===== config.mk =====
export PLATFORM = sky130hd
export DESIGN_NAME = seg_scan_disp_flat
export DESIGN_NICKNAME = d
export VERILOG_FILES = /design/src/rtl/seg_scan_disp_if.sv /design/src/rtl/seg_scan_disp.sv /design/src/flat_wrapper.sv
export SDC_FILE = /design/constraint.sdc
export NUM_CORES = 1
export LEC_CHECK = 0
export ABC_CLOCK_PERIOD_IN_PS = 3200
export BUFFER_PORTS_ARGS = -buffer_cell sky130_fd_sc_hd__buf_2
export CELL_PAD_IN_SITES_DETAIL_PLACEMENT = 0
export CELL_PAD_IN_SITES_GLOBAL_PLACEMENT = 1
export CORE_MARGIN = 2
export CORE_UTILIZATION = 51
export DETAILED_ROUTE_END_ITERATION = 10
export HOLD_SLACK_MARGIN = 0.15
export PLACE_DENSITY = 0.89
export SLEW_MARGIN = 40
export SYNTH_ARGS = -nofsm -noshare
export SYNTH_HDL_FRONTEND = slang
export SYNTH_SLANG_ARGS = --single-unit

===== constraint.sdc =====
create_clock -name clk -period 3.2 [get_ports clk]
set_input_delay 0.64 -clock clk [delete_from_list [all_inputs] [get_ports clk]]
set_output_delay 0.64 -clock clk [all_outputs]
set_load 0.03 [all_outputs]

===== src/rtl/seg_scan_disp_if.sv =====
// Display bus between the time-of-day counter and the 7-segment scan driver.
// The master supplies packed digits, blink and decimal-point masks; the slave drives the pins.
interface seg_scan_disp_if;
  logic [31:0] din;
  logic [7:0]  blink;
  logic [7:0]  dp;
  logic [7:0]  seg;
  logic [7:0]  sel;

  modport master (output din, blink, dp, input seg, sel);
  modport slave  (input din, blink, dp, output seg, sel);
endinterface


===== src/rtl/seg_scan_disp.sv =====
// Multiplexed 8-digit 7-segment scan driver with per-digit blink and decimal point.
// The inputs are captured into a shadow copy once per frame, so a frame never tears.
module seg_scan_disp #(
  parameter int unsigned SCAN_CNT    = 50_000,
  parameter int unsigned BLINK_CNT   = 25_000_000,
  parameter bit          SEG_ACT_LOW = 1'b1,
  parameter bit          SEL_ACT_LOW = 1'b1
) (
  input  logic           clk,
  input  logic           rst_n,
  seg_scan_disp_if.slave disp
);

  localparam int unsigned SCAN_W  = $clog2(SCAN_CNT);
  localparam int unsigned BLINK_W = $clog2(BLINK_CNT);
  localparam logic [SCAN_W-1:0]  SCAN_LAST  = SCAN_W'(SCAN_CNT - 1);
  localparam logic [BLINK_W-1:0] BLINK_LAST = BLINK_W'(BLINK_CNT - 1);
  localparam logic [7:0] SEG_OFF = SEG_ACT_LOW ? 8'hFF : 8'h00;
  localparam logic [7:0] SEL_OFF = SEL_ACT_LOW ? 8'hFF : 8'h00;

  logic [SCAN_W-1:0]  scan_cnt_q, scan_cnt_d;
  logic [2:0]         idx_q, idx_d;
  logic [BLINK_W-1:0] blink_cnt_q, blink_cnt_d;
  logic               blink_on_q, blink_on_d;
  logic [31:0]        shadow_din_q, shadow_din_d;
  logic [7:0]         shadow_blink_q, shadow_blink_d;
  logic [7:0]         shadow_dp_q, shadow_dp_d;
  logic [7:0]         seg_q, seg_d;
  logic [7:0]         sel_q, sel_d;

  logic       scan_wrap;
  logic       frame_wrap;
  logic       blink_wrap;
  logic [3:0] nibble;
  logic [6:0] glyph;
  logic [7:0] pattern;

  always_comb begin
    scan_wrap      = (scan_cnt_q == SCAN_LAST);
    frame_wrap     = scan_wrap && (idx_q == 3'd7);
    blink_wrap     = (blink_cnt_q == BLINK_LAST);
    scan_cnt_d     = scan_wrap ? '0 : scan_cnt_q + SCAN_W'(1);
    idx_d          = scan_wrap ? idx_q + 3'd1 : idx_q;
    blink_cnt_d    = blink_wrap ? '0 : blink_cnt_q + BLINK_W'(1);
    blink_on_d     = blink_wrap ? ~blink_on_q : blink_on_q;
    shadow_din_d   = frame_wrap ? disp.din   : shadow_din_q;
    shadow_blink_d = frame_wrap ? disp.blink : shadow_blink_q;
    shadow_dp_d    = frame_wrap ? disp.dp    : shadow_dp_q;
  end

  // Pins are computed from the current digit index and shadow, then registered
  // together, so seg and sel always switch on the same edge.
  always_comb begin
    nibble = shadow_din_q[{idx_q, 2'b00} +: 4];
    case (nibble)
      4'h0:    glyph = 7'h3F;
      4'h1:    glyph = 7'h06;
      4'h2:    glyph = 7'h5B;
      4'h3:    glyph = 7'h4F;
      4'h4:    glyph = 7'h66;
      4'h5:    glyph = 7'h6D;
      4'h6:    glyph = 7'h7D;
      4'h7:    glyph = 7'h07;
      4'h8:    glyph = 7'h7F;
      4'h9:    glyph = 7'h6F;
      4'hA:    glyph = 7'h40;
      default: glyph = 7'h00;
    endcase
    pattern = {shadow_dp_q[idx_q], glyph};
    if (shadow_blink_q[idx_q] && !blink_on_q) begin
      pattern = 8'h00;
    end
    seg_d = SEG_ACT_LOW ? ~pattern : pattern;
    sel_d = (8'd1 << idx_q) ^ SEL_OFF;
  end

  always_ff @(posedge clk or negedge rst_n) begin
    if (!rst_n) begin
      scan_cnt_q     <= '0;
      idx_q          <= 3'd0;
      blink_cnt_q    <= '0;
      blink_on_q     <= 1'b1;
      shadow_din_q   <= 32'h0;
      shadow_blink_q <= 8'h00;
      shadow_dp_q    <= 8'h00;
      seg_q          <= SEG_OFF;
      sel_q          <= SEL_OFF;
    end else begin
      scan_cnt_q     <= scan_cnt_d;
      idx_q          <= idx_d;
      blink_cnt_q    <= blink_cnt_d;
      blink_on_q     <= blink_on_d;
      shadow_din_q   <= shadow_din_d;
      shadow_blink_q <= shadow_blink_d;
      shadow_dp_q    <= shadow_dp_d;
      seg_q          <= seg_d;
      sel_q          <= sel_d;
    end
  end

  assign disp.seg = seg_q;
  assign disp.sel = sel_q;

endmodule


===== src/flat_wrapper.sv =====
// flat-port wrapper written by rule: the top's interface ports become plain ports
module seg_scan_disp_flat 
#(
  parameter int unsigned SCAN_CNT    = 50_000,
  parameter int unsigned BLINK_CNT   = 25_000_000,
  parameter bit          SEG_ACT_LOW = 1'b1,
  parameter bit          SEL_ACT_LOW = 1'b1
)
  (clk, rst_n, disp_din, disp_blink, disp_dp, disp_seg, disp_sel);
  seg_scan_disp_if disp_i ();
  input  logic clk;
  input  logic rst_n;
  input wire logic [$bits(disp_i.din)-1:0] disp_din;
  input wire logic [$bits(disp_i.blink)-1:0] disp_blink;
  input wire logic [$bits(disp_i.dp)-1:0] disp_dp;
  output wire logic [$bits(disp_i.seg)-1:0] disp_seg;
  output wire logic [$bits(disp_i.sel)-1:0] disp_sel;
  assign disp_i.din = disp_din;
  assign disp_i.blink = disp_blink;
  assign disp_i.dp = disp_dp;
  assign disp_seg = disp_i.seg;
  assign disp_sel = disp_i.sel;
  seg_scan_disp #(.SCAN_CNT(SCAN_CNT), .BLINK_CNT(BLINK_CNT), .SEG_ACT_LOW(SEG_ACT_LOW), .SEL_ACT_LOW(SEL_ACT_LOW)) u_core (.clk(clk), .rst_n(rst_n), .disp(disp_i));
endmodule

; Word level (Yosys, flattened, before mapping)
; Memory sizes are Yosys's and may differ from the RTL's.
; Index checks and enable logic that the tools add are counted.
; W data, S select, Z words.
[totals]
regBits = 109
latchBits = 0
mem_bits_rw = 0
rom_bits = 112
elab_cells = 32
mem_count = 1
[op_classes]
n_addsub = 3
n_mul = 0
div = 0
order_cmp = 1
n_eq_ne = 3
shifts = 2
mux = 7
bitwise_logic = 3
reduce_logical = 3
[mem_list]
columns = name, depth, width, read_ports, rd_ports_with_merged_regs, wr, line
row1 = (name not given), 16, 7, 1, 0, 0, seg_scan_disp.sv:55  ; case (nibble)
[op_table]
columns = cell, n
row1 = $shiftx A32 B6 Y4, 1
row2 = $add A25 B1 Y25 const B, 1
row3 = $eq A25 B25 Y1 const B, 1
row4 = $mux W25, 1
row5 = $add A16 B1 Y16 const B, 1
row6 = $eq A16 B16 Y1 const B, 1
row7 = $mux W16, 1
row8 = $not A8 Y8, 2
row9 = $mux W8, 1
row10 = $shl A1 B3 Y8 const A, 1
row11 = $bmux W1 S3, 2
row12 = $lt A3 B4 Y1 const B, 1
row13 = $add A3 B1 Y3 const B, 1
row14 = $eq A3 B3 Y1 const B, 1
row15 = $logic_and A1 B1 Y1, 2
row16 = $mux W1, 2
row17 = $logic_not A1 Y1, 1
row18 = $not A1 Y1, 1

; Logic depth before layout (Yosys ltp)
[logic_depth]
ltp_word = 5
mapped_depth = 9
depth_no_buf = 7

; Worst setup path before layout
; OpenSTA, ideal clock, no wires.
[synth_path]
kind = register to register
startpoint = register u_core.idx_q[0]
endpoint = register u_core.seg_q[4], in the netlist u_core.disp.seg[4]
setup_ps = 84
arrival_ps = 2097
t_required_ps = 3116
slack_ps = 1019
path_stages_with_launch = 6
cell_sequence = dfrtp_1 > buf_2 > mux4_2 > mux2i_1 > a22oi_1 > or2_2
[synth_between]
elab_chain_cells = 5
elab_cells_between_ends = 7
[synth_rtl]
columns = element, line
row1 = from (decl), seg_scan_disp.sv:22  ; logic [2:0] idx_q, idx_d;
row2 = from (signal assigned), seg_scan_disp.sv:90  ; idx_q <= idx_d;
row3 = branches (longest 3 deep; another with $mem_v2 Z16 W7), --
row4 = $mux W8 *, seg_scan_disp.sv:70  ; if (shadow_blink_q[idx_q] && !blink_on_q) begin
row5 = $not A8 Y8 *, seg_scan_disp.sv:73  ; seg_d = SEG_ACT_LOW ? ~pattern : pattern;
row6 = via u_core.seg_d[4], seg_scan_disp.sv:28  ; logic [7:0] seg_q, seg_d;
row7 = to (signal assigned), seg_scan_disp.sv:96  ; seg_q <= seg_d;
row8 = to (decl), seg_scan_disp.sv:28
; Mark *: on every way through the listed nets, which the timed path passes. The select of a mux whose other input is x is not followed.
; A chain may end at the register's enable or synchronous reset.

; Final worst setup path
[layout_path]
startpoint = register u_core.idx_q[0]
endpoint = register u_core.seg_q[5], in the netlist u_core.disp.seg[5]
; The elaborated chain is that of the path after synthesis.

==> impl_results.md <==
* Top cell family by delay on the critical path: flip-flops
* Slowest CP cell: dfrtp_1
* Area of the multi-input gates at 2220 um2
* Mapped Cells at around 390
* Via Count at approximately 3300
* Slew margin rel. at ~51%
* Synth area leaders: dfrtp_1 45%, dfstp_2 8.8%, mux2_2 6.2%
* Sequential share of the synthesized area at a little over half
* Yosys cell types at 43
* Syn_area_per_cell at about 13 um2
* Clock skew at 9.55 ps
* Post-synth EDFFs at 0
* Initial antenna violation count at 0
* Setup Buffers After CTS at 0
* Clock latency on the worst-skew pair at around 370 ps
* H-tree depth at 3
* Final hold vios at 0
* Status: finished clean
* Fin crit period at roughly 2500 ps
* Flip-flop and latch area at 2750 um2
* 1st-iter DRT viols at 107
* Max_cap viols at 0
* Post-CTS Resized at 0
* GP Congestion at between 0.8 and 0.9
* Starting Density at a little over half
* Mapped Nets at roughly 460
* Fmax at ~400 MHz
* Filler cell count at about 790
* Syn. warnings at 0
* Startpoint Class: flop
* Kind of critical path: flop to flop
* Core ar. at 9730 um2
* Tot Pwr at 2.55 mW
* Site Rows at 36
* GRT Util Overall at about a fifth
* Cts hold-fix bufs at 0
* Top-Level Pins at 66
* Static Leakage at ~2.6 nW
* Total Routed Length at 9420 um
* Leading area contributor after synthesis: dfrtp_1
* Root Buffer: clkbuf_8
* N_diodes at 0
* Crit path cell chain: buf_4 > mux4_2 > a22o_1 > nor4_1 > a21oi_1
* Total clock sinks at 109
* #FFs+latches synth at 109
* Setup Total Neg Slack at 0 ps
* CP startpoint: u_core.idx_q[0]$_DFFE_PN0N_
* Worst-margin pin slew at about 720 ps
* Async set or reset register ratio after synthesis at 100%
* Fin crit share at about four fifths
* Detail Placement HPWL at roughly 6600 um
* Largest net degree at the start of global routing at 66
* TritonCTS Buffers at 9
* Layout Nets at between 500 and 600
* Number of global-route vias before repair at around 3300
* P per Cell Area at roughly 440 nW/um2
* Crit path DAT at about 2800 ps
* RSZ-0062 raised after global routing: false
* Die footprint at approximately 11000 um2
* Top FF cell, synth: dfrtp_1
* Remaining global-route overflow at 0
* Max Transition Viols Final at 0
* Worst vdd rail ir drop at ~260 uV
* Residual DRC count at 0
* CTS tree: done
* Crit path buf inv count at 1
* Pre-Repair DR Iteration Count at 4
* Global-route wire length before repair at roughly 16000 um
* Post-Synthesis Cell Area at a little over 5000 um2
* Via-to-Cell Ratio at 5.44
* Endpoints failing setup at 0
* Critical R2R Launch: u_core.idx_q[0]$_DFFE_PN0N_
* Port Buf Inserts at 65
* Die Span Y at a little over 100 um
* Data required, critical path at ~3500 ps
* Area growth syn-to-layout at 14.5%
* Routed len/inst at approximately 16 um
* Die width at about 100 um
* Hold/Removal Path Class: primary input to async pin
* Worst-path clk slew at approximately 110 ps
* Endpoint type of the worst setup path: flop
* Share of the synthesized area in the top cell type at about 45%
* Layout cells sized above 1 at between 30% and 40%
* Detail Route Antenna Nets at 0
* Crit path max fanout at 11
* Clock buffer depth at 2
* Crit-path max cell delay at 720 ps
==> worst reg2reg max path, cell delays in order, from the launching register on <==
cell	delay [ps]
dfrtp_1	720
buf_4	270
mux4_2	500
a22o_1	320
nor4_1	510
a21oi_1	90
==> cell usage in the layout, fill, tap and decap left out, types with 2 or more instances in the layout <==
master,instances
nor2b_1,4
a21oi_1,17
or3_1,5
clkbuf_8,9
ha_1,13
and2_1,4
nand4_1,10
inv_1,14
buf_4,3
mux2i_1,5
mux2_2,28
nor3_1,5
nor4_1,3
a22oi_1,2
o31ai_1,5
mux2_1,3
mux4_2,12
dfstp_2,17
o21ai_0,6
buf_2,64
buf_12,2
nand3_1,11
nor4_4,2
mux2_4,20
xnor2_1,11
nor2_1,21
nand2_1,27
nand4bb_1,2
or4_1,7
inv_8,3
dfrtp_1,92
xor2_1,17
nor4b_1,2
bufinv_16,2
inv_6,2
o21bai_1,2
and4_1,4
==> Yosys cell counts, types with 11 or more instances <==
| master | instances |
|---|---|
| dfrtp_1 | 92 |
| nor2_1 | 21 |
| nand3_1 | 11 |
| mux4_2 | 12 |
| inv_1 | 14 |
| xnor2_1 | 11 |
| nand2_1 | 28 |
| ha_1 | 13 |
| dfstp_2 | 17 |
| mux2_4 | 20 |
| mux2_2 | 28 |
| a21oi_1 | 17 |
| xor2_1 | 17 |
==> area by class of cell <==
| type | count | share of cell area (%) |
|---|---|---|
| Sequential cell | 109 | 47.3 |
| Multi-Input combinational cell | 256 | 38.1 |
| Timing Repair Buffer | 70 | 6.78 |
| Tap cell | 133 | 2.86 |
| Clock buffer | 9 | 2.13 |
| Clock inverter | 7 | 1.92 |
| Inverter | 14 | 0.904 |
==> worst paths after layout <==
check,end,slack [ps],cells past startpoint
setup / recovery,u_core.disp.seg[5]$_DFF_PN1_,700,5
hold / removal,u_core.blink_cnt_q[10]$_DFF_PN0_,240,1
setup reg to reg,u_core.disp.seg[5]$_DFF_PN1_,700,5
hold reg to reg,u_core.scan_cnt_q[0]$_DFF_PN0_,480,1
max in group asynchronous,u_core.disp.seg[1]$_DFF_PN1_,2270,2
min in group clk,u_core.shadow_din_q[3]$_DFFE_PN0P_,470,2
==> routing by layer <==
| metal | GRT usage, % | wire length (um) |
|---|---|---|
| met3 | 4.22 | 391 |
| met2 | 29.5 | 4490 |
| met5 | 0 | 0 |
| met4 | 6.85 | 152 |
| met1 | 25.5 | 4390 |
==> report_power, final <==
group / total (mW) / internal [mW] / switching (mW)
registers: 1.44 / 1.42 / 0.0195
clock network: 0.955 / 0.463 / 0.492
logic: 0.160 / 0.0795 / 0.0805
==> flip-flops by register name, indices dropped and copies added, names as in the netlist <==
register,flops
u_core.disp.seg,8
u_core.scan_cnt_q,16
u_core.blink_cnt_q,25
u_core.shadow_din_q,32
u_core.blink_on_q,1
u_core.shadow_blink_q,8
u_core.idx_q,3
u_core.shadow_dp_q,8
u_core.disp.sel,8
==> cell families (layout without fill, tap and decap cells) <==
logic type	count (synthesis)	in the layout	share of synthesized area (%)
xor+xnor	28	28	4.83
compound gates	36	36	4.21
fa+ha+maj	13	13	3.20
simple gates	111	111	12.1
mux	68	68	19.1
buf+inv	28	100	2.46
flops	109	109	54.1
==> through the flow <==
step                      std cells  area [um2]  worst slack [ps]  hold slack, ps  utilization (%)
after global placement          582        5570               786             438             57.2
after floorplan                 393        5080              1020             344                -
after detailed placement        582        5570               699             467             57.2
after CTS                       598        5800               667             371             59.6
after global routing            598        5810               475             258             59.8
final                           598        5810               702             239             59.8
Power figures use the tool's default switching activity.
